## config.mk

```make
export PLATFORM = sky130hd
export DESIGN_NAME = sdrc_wb_arbiter
export DESIGN_NICKNAME = d
export VERILOG_FILES = /design/src/rtl/sdrc_wb_arbiter.sv
export SDC_FILE = /design/constraint.sdc
export NUM_CORES = 1
export LEC_CHECK = 0
export BUFFER_PORTS_ARGS = -buffer_cell sky130_fd_sc_hd__buf_2
export CORE_AREA = 2 2 173 175
export DETAILED_ROUTE_END_ITERATION = 12
export DIE_AREA = 0 0 175 177
export PLACE_DENSITY_LB_ADDON = 0.1
export RECOVER_POWER = 25
export SYNTH_ARGS = -nofsm -noshare
export SYNTH_HDL_FRONTEND = slang
export SYNTH_SLANG_ARGS = --single-unit
```

## constraint.sdc

```tcl
create_clock -name wb_clk_i -period 2.95 [get_ports wb_clk_i]
set_clock_uncertainty 0.1 [all_clocks]
set_input_delay 0 -clock wb_clk_i [delete_from_list [all_inputs] [get_ports wb_clk_i]]
set_output_delay 0 -clock wb_clk_i [all_outputs]
set_load 0.01 [all_outputs]
```

## src/rtl/sdrc_wb_arbiter.sv

```systemverilog
// ---------------------------------------------------------------------------
// sdrc_wb_arbiter
//
// Purpose: shares the single Wishbone slave port of the SDRAM controller
// between NUM_MASTERS Wishbone requesters. A two-state FSM (IDLE/OWNED)
// hands out a registered one-hot grant using round-robin selection that
// starts one position after the previous owner. The grant is held for the
// owner's whole cycle (bursts are never split). Dropping the owner's cyc
// returns to IDLE, which leaves one dead cycle before the next grant.
//
// Optional feature: define SDRC_WB_ARB_TIMEOUT_EN to add a stall watchdog.
// When the owner's strobe goes unacknowledged for TIMEOUT cycles, the owner
// gets a one-cycle m_err_o pulse, the cycle is aborted, and that master is
// locked out until it drops its m_cyc_i. Without the macro there is no
// counter, m_err_o is tied low and an owner may stall indefinitely.
//
// Ports:
//   wb_clk_i, wb_rst_i   clock, synchronous active-high reset
//   m_cyc_i/m_stb_i/m_we_i              per-master control (one bit each)
//   m_addr_i/m_dat_i/m_sel_i/m_cti_i    per-master buses, master i in slice i
//   m_ack_o/m_err_o      per-master responses; only the owner's bit moves
//   m_dat_o              shared read data (straight from s_dat_i)
//   s_cyc_o..s_cti_o     Wishbone master side towards the SDRAM controller
//   s_ack_i/s_dat_i      responses from the SDRAM controller
//   grant_o              one-hot current owner, all-zero when idle
// ---------------------------------------------------------------------------
module sdrc_wb_arbiter #(
  parameter int NUM_MASTERS = 4,
  parameter int data_width  = 32,
  parameter int addr_width  = 32,
  parameter int TIMEOUT     = 255
) (
  input  logic                                  wb_clk_i,
  input  logic                                  wb_rst_i,
  input  logic [NUM_MASTERS-1:0]                m_cyc_i,
  input  logic [NUM_MASTERS-1:0]                m_stb_i,
  input  logic [NUM_MASTERS-1:0]                m_we_i,
  input  logic [NUM_MASTERS*addr_width-1:0]     m_addr_i,
  input  logic [NUM_MASTERS*data_width-1:0]     m_dat_i,
  input  logic [NUM_MASTERS*(data_width/8)-1:0] m_sel_i,
  input  logic [NUM_MASTERS*3-1:0]              m_cti_i,
  output logic [NUM_MASTERS-1:0]                m_ack_o,
  output logic [NUM_MASTERS-1:0]                m_err_o,
  output logic [data_width-1:0]                 m_dat_o,
  output logic                                  s_cyc_o,
  output logic                                  s_stb_o,
  output logic                                  s_we_o,
  output logic [addr_width-1:0]                 s_addr_o,
  output logic [data_width-1:0]                 s_dat_o,
  output logic [(data_width/8)-1:0]             s_sel_o,
  output logic [2:0]                            s_cti_o,
  input  logic                                  s_ack_i,
  input  logic [data_width-1:0]                 s_dat_i,
  output logic [NUM_MASTERS-1:0]                grant_o
);

  localparam int OW = $clog2(NUM_MASTERS);
  localparam int SW = data_width / 8;

  // Parameter sanity: the watchdog counter is 8 bits wide, and the owner
  // index width assumes at least two masters.
  if (TIMEOUT < 1 || TIMEOUT > 255) begin : g_badTimeout
    $error("sdrc_wb_arbiter: TIMEOUT must be in 1..255");
  end
  if (NUM_MASTERS < 2 || NUM_MASTERS > 8) begin : g_badMasters
    $error("sdrc_wb_arbiter: NUM_MASTERS must be in 2..8");
  end

  typedef enum logic {
    IDLE  = 1'b0,
    OWNED = 1'b1
  } state_t;

  state_t                 r_state;
  logic [OW-1:0]          r_owner;
  logic [OW-1:0]          r_last;
  logic [NUM_MASTERS-1:0] r_grant;

  logic [NUM_MASTERS-1:0] w_req;
  logic                   w_found;
  logic [OW-1:0]          w_winner;
  logic                   w_abort;

  // Round-robin search: walk from last_owner+1 upward with wrap-around and
  // take the first eligible requester. Ending the walk at last_owner itself
  // lets a lone requester win again after its own turn.
  always_comb begin
    logic [OW-1:0] cand;
    cand     = '0;
    w_found  = 1'b0;
    w_winner = r_last;
    for (int k = 1; k <= NUM_MASTERS; k++) begin
      cand = OW'((int'(r_last) + k) % NUM_MASTERS);
      if (!w_found && w_req[cand]) begin
        w_found  = 1'b1;
        w_winner = cand;
      end
    end
  end

`ifdef SDRC_WB_ARB_TIMEOUT_EN
  logic [7:0]             r_toCnt;
  logic [NUM_MASTERS-1:0] r_excl;
  logic                   w_stall;

  // A stalled cycle is one where the owner strobes and the slave does not
  // answer. The abort fires in the stalled cycle that would take the count
  // to TIMEOUT, so err is visible in that same cycle.
  assign w_stall = (r_state == OWNED) && m_stb_i[r_owner] && !s_ack_i;
  assign w_abort = w_stall && (r_toCnt == 8'(TIMEOUT - 1));
  assign m_err_o = w_abort ? r_grant : '0;

  // A timed-out master stays excluded until it drops its cyc; exclusion is
  // per master and evaporates as soon as cyc is seen low.
  assign w_req   = m_cyc_i & ~r_excl;

  // Watchdog counter and lock-out bookkeeping.
  always_ff @(posedge wb_clk_i) begin
    if (wb_rst_i) begin
      r_toCnt <= '0;
      r_excl  <= '0;
    end else begin
      r_excl <= (r_excl | (w_abort ? r_grant : '0)) & m_cyc_i;
      if (r_state != OWNED || s_ack_i || w_abort || !m_cyc_i[r_owner]) begin
        r_toCnt <= '0;
      end else if (w_stall) begin
        r_toCnt <= r_toCnt + 8'd1;
      end
    end
  end
`else
  assign w_abort = 1'b0;
  assign w_req   = m_cyc_i;
  assign m_err_o = '0;
`endif

  // Arbitration FSM. The grant is registered so that a request seen in IDLE
  // shows up as grant/s_cyc_o exactly one cycle later. Leaving OWNED clears
  // the grant, which forces the dead IDLE cycle between owners.
  always_ff @(posedge wb_clk_i) begin
    if (wb_rst_i) begin
      r_state <= IDLE;
      r_grant <= '0;
      r_owner <= '0;
      r_last  <= OW'(NUM_MASTERS - 1);
    end else begin
      case (r_state)
        IDLE: begin
          if (w_found) begin
            r_state <= OWNED;
            r_owner <= w_winner;
            r_last  <= w_winner;
            r_grant <= {{(NUM_MASTERS-1){1'b0}}, 1'b1} << w_winner;
          end
        end
        OWNED: begin
          if (!m_cyc_i[r_owner] || w_abort) begin
            r_state <= IDLE;
            r_grant <= '0;
          end
        end
        default: begin
          r_state <= IDLE;
          r_grant <= '0;
        end
      endcase
    end
  end

  // Slave-side mux: while owned, the owner's request lines pass straight
  // through; in IDLE everything towards the slave is held at zero.
  always_comb begin
    s_stb_o  = 1'b0;
    s_we_o   = 1'b0;
    s_addr_o = '0;
    s_dat_o  = '0;
    s_sel_o  = '0;
    s_cti_o  = '0;
    if (r_state == OWNED) begin
      s_stb_o  = m_stb_i[r_owner];
      s_we_o   = m_we_i[r_owner];
      s_addr_o = m_addr_i[int'(r_owner)*addr_width +: addr_width];
      s_dat_o  = m_dat_i[int'(r_owner)*data_width +: data_width];
      s_sel_o  = m_sel_i[int'(r_owner)*SW +: SW];
      s_cti_o  = m_cti_i[int'(r_owner)*3 +: 3];
    end
  end

  // The registered grant is all-zero outside OWNED, so it doubles as the
  // ack steering mask and the cycle indicator.
  assign s_cyc_o = (r_state == OWNED);
  assign grant_o = r_grant;
  assign m_ack_o = s_ack_i ? r_grant : '0;
  assign m_dat_o = s_dat_i;

endmodule

```

==> results of run 1 <==
area by class of cell:
class	instances	area (sq um)	share of cell area [%]
Multi-Input combinational cell	193	2410	44.0
Timing Repair Buffer	417	2300	42.1
Tap cell	390	488	8.93
Sequential cell	9	189	3.46
Clock buffer	4	78.8	1.44
Inverter	1	3.75	0.0687
cells in the mapped netlist, types with 3 or more instances:
master     n  area [sq um]
a21o_1     3          22.5
dfxtp_1    9           180
buf_2      7          35.0
mux2i_1    3          30.0
nor2_1     6          22.5
mux4_2    71          1600
nand2b_1   3          18.8
buf_4     37           278
a21oi_1    3          15.0
clkbuf_1  10          37.5
nand2_1    3          11.3
and2_1    77           482
buf_12     7           140
worst min path at each step:
stage | from | end | cells past startpoint
4_1_cts | m_cyc_i[1] | grant_o[1] | 4
3_5_place_dp | s_dat_i[20] | m_dat_o[20] | 0
2_1_floorplan | wb_rst_i | r_owner[1] | 1
5_1_grt | m_cyc_i[2] | r_owner[1] | 5
6_report | m_cyc_i[1] | grant_o[1] | 4
3_3_place_gp | s_dat_i[20] | m_dat_o[20] | 0
metrics by stage:
| step | utilization (%) | hold WS, ps |
|---|---|---|
| after floorplan | - | -30.9 |
| after global placement | 17.3 | -99.9 |
| after detailed placement | 17.3 | -99.9 |
| after CTS | 18.7 | 187 |
| after global routing | 18.7 | 263 |
| final | 18.7 | 183 |
registers in the layout (all words and copies together) (netlist names):
signal / flops
s_cyc_o: 1
r_owner: 2
grant_o: 4
r_last: 2
logic make-up after synthesis:
group / Yosys count / synth area share, %
AO/OA/AOI/OAI: 15 / 3.61
buffers and inverters: 63 / 16.4
flip-flops: 9 / 5.85
multiplexers: 77 / 54.9
other: 1 / 0.122
AND/OR/NAND/NOR: 97 / 19.1
critical path: stages, from the launching register on:
cell	delay (ps)
dfxtp_4	530
buf_12	300
mux4_2	550
and2_1	190
buf_2	140
layer usage:
layer  share of wire (%)  wire (um)  up-vias  track usage (%)
met5               0.058         10        -                0
met4                0.70        120        2             1.04
li1                    -          -     1704                -
met1                  37       6370     1858             11.7
met2                  55       9420      207             19.6
met3                 7.0       1200       12             1.55
power by group through the flow:
stage	Clock (mW)	Combinational, mW	Sequential [mW]
2_1_floorplan	0	0.715	0.150
3_3_place_gp	0	1.00	0.204
3_5_place_dp	0	1.01	0.206
4_1_cts	0.243	1.06	0.204
5_1_grt	0.254	1.13	0.209
6_report	0.242	1.04	0.199
==> flow_metrics.env, run 1 <==
export IMPL_run_status="completed"
export IMPL_drt_first_iter_violations=127
export IMPL_cts_resized_gates=0
export IMPL_worst_slack_ps=851
export IMPL_first_global_vias=4028
export IMPL_antenna_diode_count=0
export IMPL_cell_internal_pwr_mw=0.936
export IMPL_floorplan_die_height_um=177
export IMPL_first_pass_grt_wire_length_mm=24.1
export IMPL_die_w_um=175
export IMPL_startpoint_type="register"
export IMPL_crit_fanout=33
export IMPL_grt_ovfl_total=0
export IMPL_synthesis_area_per_instance_sq_um=11.8
export IMPL_wl_final_mm=17.1
export IMPL_cellLeakagePower_nw=2.61
export IMPL_drt_pass1_iter_count=4
export IMPL_critical_path_arrival_ps=2000
export IMPL_slew_headroom_pct=63.3
export IMPL_routedWlPerCell_um=16.9
export IMPL_die_area_sq_um=31000
export IMPL_place_detailed_hpwl_mm=14.6
export IMPL_stdcell_area_sq_um=5470
export IMPL_antenna_left=0
export IMPL_postSynthRegisterBits=9
export IMPL_yosys_cell_types_count=30
export IMPL_cts_root_buffer_cell="clkbuf_16"
export IMPL_worstHoldPathType="in -> reg"
export IMPL_clkPwrFrac_pct=16.4
export IMPL_worst_setup_hold_path_clk_slew_ps=40
export IMPL_ir_drop_mv=0.150
export IMPL_final_period_utilization_pct=71.2
export IMPL_drt_vias_per_instance=3.73
export IMPL_switching_share_of_power_pct=36.7
export IMPL_power_share_combinational_pct=70.1
export IMPL_final_estimated_routing_congestion_in_global_placement=0.886
export IMPL_tns_ps=0
export IMPL_post_synth_inst_count=262
export IMPL_timing_critical_path_to="s_dat_o[14]"
export IMPL_fin_nets=956
export IMPL_r2r_end="grant_o[0]"
export IMPL_max_slew_worst_pin_slew_ps=551
export IMPL_reg2reg_depth=3
export IMPL_most_common_layout_cells="buf_2, and2_1, mux4_2"
export IMPL_finalMaxSlewViolations=0
export IMPL_critPathKind="reg -> out"
export IMPL_max_clock_path_buffers=2
export IMPL_synth_async_reset_ratio_pct=0
export IMPL_mappedNetlistArea_sq_um=3080
export IMPL_final_period_minus_worst_setup_slack_ps=2100
export IMPL_drv_max_cap_violation_count=0
export IMPL_number_of_setup_violations_in_the_final_report=0
export IMPL_cts_sinks=9
export IMPL_synthToLayoutAreaGrowth_pct=77.4
export IMPL_post_placement_worst_setup_slack_ps=1040
export IMPL_dpl_instance_area_sq_um=5060
export IMPL_reg2reg_setup_slack_ps=1160
export IMPL_post_cts_hold_buffer_count=33
export IMPL_maximum_number_of_pins_on_one_net_before_global_route_repair=50
export IMPL_post_cts_buffers=0
export IMPL_floorplan_initialDensity_pct=10.5
export IMPL_vias=3783
export IMPL_final_instance_count_excl_fill=1014
export IMPL_critPathRequiredTime_ps=2850
export IMPL_cts_made_buffers=3
export IMPL_p_seq_share_pct=13.5
export IMPL_synth_edff_count=0
export IMPL_most_common_cell_after_layout_fill_and_taps_aside="buf_2"
export IMPL_power_density_over_the_cells_nw_per_um2=270
export IMPL_setup_worst_path_end_class="output port"
export IMPL_rsz_0062_raised_after_global_routing="no"
export IMPL_worstReg2RegStart="r_owner[1]"
export IMPL_count_of_fill_cells_added_during_filler_insertion=3313
export IMPL_synth_warnings=0
export IMPL_port_buffers=380
export IMPL_htree_num_levels=1
export IMPL_post_layout_total_power_mw=1.48
export IMPL_synth_flop_cell="dfxtp_1"
export IMPL_crit_start="r_owner[0]"
export IMPL_p_switching_mw=0.542
export IMPL_register_area_share_after_synthesis_pct=5.85
export IMPL_core_rowCount=63
export IMPL_cts_tree="built"
export IMPL_dp_cells=977
export IMPL_post_route_cells_drive_above_1_share_pct=74.5
export IMPL_clk_insertion_delay_late_ps=230
export IMPL_clock_fmax_mhz=476
export IMPL_core_area_sq_um=29200
export IMPL_hold_viol_final=0
export IMPL_drc=0
export IMPL_antenna_found_initial=1
export IMPL_track_usage_pct=10.0
export IMPL_io_pins=449
(Power assumes the default switching activity.)
==> run 2, diff against run 1 <==
clock period = 2 ns   (was 2.95 ns; I/O delays follow)
==> run 2 against run 1 <==
Effect of this change: sequential share of layout area fell by 0.066 points; total power increased by 51%; flip-flop and latch count unchanged; via count shrank 0.21%; combinational power rose by 59%; first-iteration DRC count shrank 13%; non-clock buffer count grew 7; clock power is 46% higher; critical path type unchanged.
==> flow_metrics.env, run 2 (synthesized netlist as in run 1, its figures left out) <==
export IMPL_io_pins=449
export IMPL_startpoint_type="register"
export IMPL_cts_tree="built"
export IMPL_number_of_flip_flops_under_the_largest_register_name=4
export IMPL_antenna_found_initial=3
export IMPL_post_layout_total_power_mw=2.23
export IMPL_drt_pass1_iter_count=4
export IMPL_hold_viol_final=0
export IMPL_crit_path_max_incr_delay_ps=560
export IMPL_timing_critical_path_max_delay_family="multiplexers"
export IMPL_critPathRequiredTime_ps=1900
export IMPL_rsz_0062_raised_after_global_routing="no"
export IMPL_post_placement_worst_setup_slack_ps=280
export IMPL_final_estimated_routing_congestion_in_global_placement=0.836
export IMPL_worst_slack_ps=109
export IMPL_floorplan_initialDensity_pct=10.5
export IMPL_drt_first_iter_violations=110
export IMPL_run_status="completed"
export IMPL_cts_made_buffers=3
export IMPL_critPathKind="reg -> out"
export IMPL_port_buffers=380
export IMPL_critical_path_arrival_ps=1790
export IMPL_antenna_left=0
export IMPL_wl_final_mm=17.2
export IMPL_drv_max_cap_violation_count=0
export IMPL_clk_insertion_delay_late_ps=230
export IMPL_dp_cells=983
export IMPL_max_slew_worst_pin_slew_ps=511
export IMPL_post_route_cells_drive_above_1_share_pct=74.8
export IMPL_path_buf_inv=2
export IMPL_die_area_sq_um=31000
export IMPL_max_clock_path_buffers=2
export IMPL_synthToLayoutAreaGrowth_pct=80.8
export IMPL_tns_ps=0
export IMPL_cts_root_buffer_cell="clkbuf_16"
export IMPL_antenna_diode_count=0
export IMPL_first_global_vias=3900
export IMPL_fin_nets=963
export IMPL_drc=0
export IMPL_stdcell_area_sq_um=5570
export IMPL_crit_chain="buf_12 > mux4_2 > and2_1 > buf_2"
export IMPL_crit_fanout=35
export IMPL_grt_ovfl_total=0
export IMPL_die_w_um=175
export IMPL_worst_setup_hold_path_clk_slew_ps=40
export IMPL_worstHoldPathType="in -> reg"
export IMPL_vias=3775
export IMPL_drt_vias_per_instance=3.70
export IMPL_slew_headroom_pct=65.9
export IMPL_final_instance_count_excl_fill=1021
export IMPL_setup_worst_path_end_class="output port"
export IMPL_place_detailed_hpwl_mm=14.9
export IMPL_dpl_instance_area_sq_um=5130
export IMPL_share_of_the_core_filled_with_cells_in_the_final_layout_pct=19.1
export IMPL_critical_path_slowest_cell="mux4_2"
export IMPL_cellLeakagePower_nw=2.67
export IMPL_track_usage_pct=9.94
export IMPL_first_pass_grt_wire_length_mm=23.9
export IMPL_ir_drop_mv=0.411
export IMPL_power_density_over_the_cells_nw_per_um2=400
export IMPL_routedWlPerCell_um=16.9
export IMPL_most_common_layout_cells="buf_2, and2_1, mux4_2"
export IMPL_number_of_setup_violations_in_the_final_report=0
export IMPL_final_period_minus_worst_setup_slack_ps=1890
export IMPL_finalMaxSlewViolations=0
export IMPL_holdWs_ps=195
export IMPL_core_rowCount=63
export IMPL_htree_num_levels=1
export IMPL_post_cts_buffers=0
export IMPL_maximum_number_of_pins_on_one_net_before_global_route_repair=42
export IMPL_cts_sinks=9
export IMPL_final_period_utilization_pct=94.5
export IMPL_floorplan_die_height_um=177
export IMPL_clock_fmax_mhz=529
export IMPL_most_common_cell_after_layout_fill_and_taps_aside="buf_2"
export IMPL_core_area_sq_um=29200
-- run 2: changes by cell type in the layout (fill, tap and decap cells not counted) --
cell	before	now
clkbuf_16	3	4
buf_12	3	4
buf_4	1	4
buf_6	0	1
buf_16	0	1
-- run 2: layout make-up --
class	instances	area (sq um)
timing repair buffer	424	2410
multi-input combinational	193	2410
sequential	9	189
tap	390	488
inverter	1	3.75
fill	3285	23700
clock buffer	4	78.8
-- run 2: worst paths after layout --
check	startpoint	end	slack, ps	depth (start not counted)
worst max-delay path	r_owner[0]	s_dat_o[29]	110	4
worst min-delay path	m_cyc_i[1]	grant_o[1]	190	4
worst max register to register	r_owner[0]	grant_o[1]	380	5
worst min register to register	grant_o[2]	grant_o[2]	400	1
-- run 2: timing repair --
action / in CTS / in global routing
hold buffers: 33 / 0
hold endpoints to repair: 34 / 0
endpoints found under the setup margin: 0 / 5
resized for setup: 0 / 2
-- run 2: tightest hold or removal path, stage by stage --
cell and delay (ps):
buf_2 130, nand3b_1 100, nand3_1 110, a22o_1 140
-- run 2: power by group --
group          switching (mW)  total [mW]  internal (mW)
registers              0.0263       0.230          0.203
logic                   0.689        1.65          0.959
clock network          0.0863       0.353          0.266
-- run 2: routing by layer --
| metal | part of all wire (%) | routed length (um) | up-vias | track usage, % |
|---|---|---|---|---|
| li1 | - | - | 1714 | - |
| met2 | 55 | 9460 | 209 | 19.6 |
| met4 | 0.45 | 77 | 4 | 0.694 |
| met5 | 0.13 | 23 | - | 0 |
| met1 | 37 | 6440 | 1838 | 11.5 |
| met3 | 7.0 | 1210 | 10 | 1.89 |
==> run 3, diff against run 2 <==
CELL_PAD_IN_SITES_DETAIL_PLACEMENT = 1   (was not set)
CELL_PAD_IN_SITES_GLOBAL_PLACEMENT = 2   (was not set)
CORE_AREA = 2 2 175 177   (was 2 2 173 175)
DIE_AREA = 0 0 177 179   (was 0 0 175 177)
==> run 3 against run 2 <==
Effect of this change: global-route usage up 0.63 points; maximum frequency down 2.0%; largest power group unchanged; highest routed layer is now met4; via count down 1.2%.
==> flow_metrics.env, run 3 (synthesized netlist as in run 1, its figures left out) <==
export IMPL_io_pins=449
export IMPL_final_period_minus_worst_setup_slack_ps=1930
export IMPL_post_route_cells_drive_above_1_share_pct=75.4
export IMPL_most_common_cell_after_layout_fill_and_taps_aside="buf_2"
export IMPL_drc=0
export IMPL_stdcell_area_sq_um=5580
export IMPL_place_detailed_hpwl_mm=15.7
export IMPL_post_placement_worst_setup_slack_ps=298
export IMPL_antenna_left=0
export IMPL_first_pass_grt_wire_length_mm=25.3
export IMPL_wl_final_mm=18.4
export IMPL_clk_insertion_delay_late_ps=230
export IMPL_setup_worst_path_end_class="output port"
export IMPL_cellLeakagePower_nw=2.66
export IMPL_vias=3730
export IMPL_reg2reg_setup_slack_ps=310
export IMPL_first_global_vias=3952
export IMPL_fin_nets=961
export IMPL_maximum_number_of_pins_on_one_net_before_global_route_repair=44
export IMPL_crit_start="r_owner[0]"
export IMPL_finalMaxSlewViolations=0
export IMPL_tns_ps=0
export IMPL_clock_fmax_mhz=518
export IMPL_core_rowCount=64
export IMPL_core_area_sq_um=30000
export IMPL_critPathKind="reg -> out"
export IMPL_run_status="completed"
export IMPL_final_estimated_routing_congestion_in_global_placement=0.774
export IMPL_floorplan_initialDensity_pct=10.3
export IMPL_worstReg2RegStart="r_owner[0]"
export IMPL_hold_path_startpoint="m_cyc_i[1]"
export IMPL_startpoint_type="register"
export IMPL_drt_vias_per_instance=3.64
export IMPL_track_usage_pct=10.6
export IMPL_cts_tree="built"
export IMPL_cts_sinks=9
export IMPL_dpl_instance_area_sq_um=5140
export IMPL_power_density_over_the_cells_nw_per_um2=401
export IMPL_max_clock_path_buffers=2
export IMPL_routedWlPerCell_um=17.9
export IMPL_cts_root_buffer_cell="clkbuf_16"
export IMPL_critical_path_slowest_cell="mux4_2"
export IMPL_worst_slack_ps=70.4
export IMPL_count_of_fill_cells_added_during_filler_insertion=3608
export IMPL_crit_path_max_incr_delay_ps=520
export IMPL_number_of_setup_violations_in_the_final_report=0
export IMPL_worst_setup_hold_path_clk_slew_ps=40
export IMPL_die_w_um=177
export IMPL_die_area_sq_um=31700
export IMPL_cts_made_buffers=3
export IMPL_holdPathEnd="grant_o[1]"
export IMPL_drt_first_iter_violations=97
export IMPL_max_slew_worst_pin_slew_ps=532
export IMPL_drt_pass1_iter_count=3
export IMPL_grt_ovfl_total=0
export IMPL_worstHoldPathType="in -> reg"
export IMPL_drv_max_cap_violation_count=0
export IMPL_synthToLayoutAreaGrowth_pct=81.1
export IMPL_antenna_found_initial=1
export IMPL_r2r_end="grant_o[0]"
export IMPL_final_period_utilization_pct=96.5
export IMPL_hold_path_cell_count=4
export IMPL_hold_viol_final=0
export IMPL_critical_path_arrival_ps=1830
export IMPL_ir_drop_mv=0.225
export IMPL_share_of_the_core_filled_with_cells_in_the_final_layout_pct=18.6
export IMPL_critPathRequiredTime_ps=1900
export IMPL_rsz_0062_raised_after_global_routing="yes"
export IMPL_floorplan_die_height_um=179
export IMPL_crit_fanout=15
export IMPL_slew_headroom_pct=64.4
export IMPL_crit_top_cell="buf_12"
export IMPL_htree_num_levels=1
export IMPL_crit_chain="buf_12 > buf_12 > mux4_2 > and2_1 > buf_2"
export IMPL_port_buffers=380
export IMPL_number_of_flip_flops_under_the_largest_register_name=4
export IMPL_most_common_layout_cells="buf_2, and2_1, mux4_2"
export IMPL_holdWs_ps=205
export IMPL_reg2reg_depth=5
run 3: cell type report:
type                    count  area, sq um  share of cell area (%)
repair buffers            422         2390                    42.9
inverters                   1         3.75                  0.0672
diodes                      1         2.50                  0.0448
well taps                 396          495                    8.88
multi-input cells         193         2420                    43.3
clock buffers               4         78.8                    1.41
flip-flops and latches      9          189                    3.38
run 3: power by group:
| part | leakage [nW] | total [mW] | switching (mW) | internal, mW |
|---|---|---|---|---|
| Clock | 0.0382 | 0.351 | 0.0850 | 0.266 |
| Sequential | 0.0758 | 0.250 | 0.0461 | 0.204 |
| Combinational | 2.55 | 1.64 | 0.678 | 0.960 |
| Total | 2.66 | 2.24 | 0.809 | 1.43 |
run 3: routing by layer:
metal	part of all wire (%)	GRT usage [%]	vias up
li1	-	-	1711
met1	36	11.8	1820
met2	57	21.3	197
met3	7.1	1.82	2
met4	0.044	0.930	0
met5	0	0	-
run 3: metrics by stage:
| step | instances | total power [mW] |
|---|---|---|
| after floorplan | 265 | 1.28 |
| after global placement | 988 | 1.83 |
| after detailed placement | 988 | 1.85 |
| after CTS | 1025 | 2.28 |
| after global routing | 1026 | 2.42 |
| final | 1026 | 2.24 |
run 3: worst max-delay path by stage:
stage | endpoint | slack [ps] | cells past startpoint
floorplan | s_addr_o[0] | 520 | 5
global placement | s_addr_o[10] | 320 | 4
detailed placement | s_addr_o[10] | 300 | 4
CTS | s_addr_o[10] | 40 | 4
global route | s_dat_o[0] | -6 | 5
finish | s_sel_o[3] | 70 | 5
run 3: repair_timing:
item / in CTS / in global routing
hold endpoints to repair: 34 / 0
gates resized for setup: 0 / 7
hold buffers: 33 / 0
setup buffers: 0 / 0
setup endpoints to repair: 0 / 4
run 3: worst max-delay path: cells and delay by family, from the launching register on:
| kind | cells | cell delay [ps] |
|---|---|---|
| AND/OR/NAND/NOR | 1 | 170 |
| flip-flops | 1 | 390 |
| multiplexers | 1 | 520 |
| buffers and inverters | 3 | 500 |
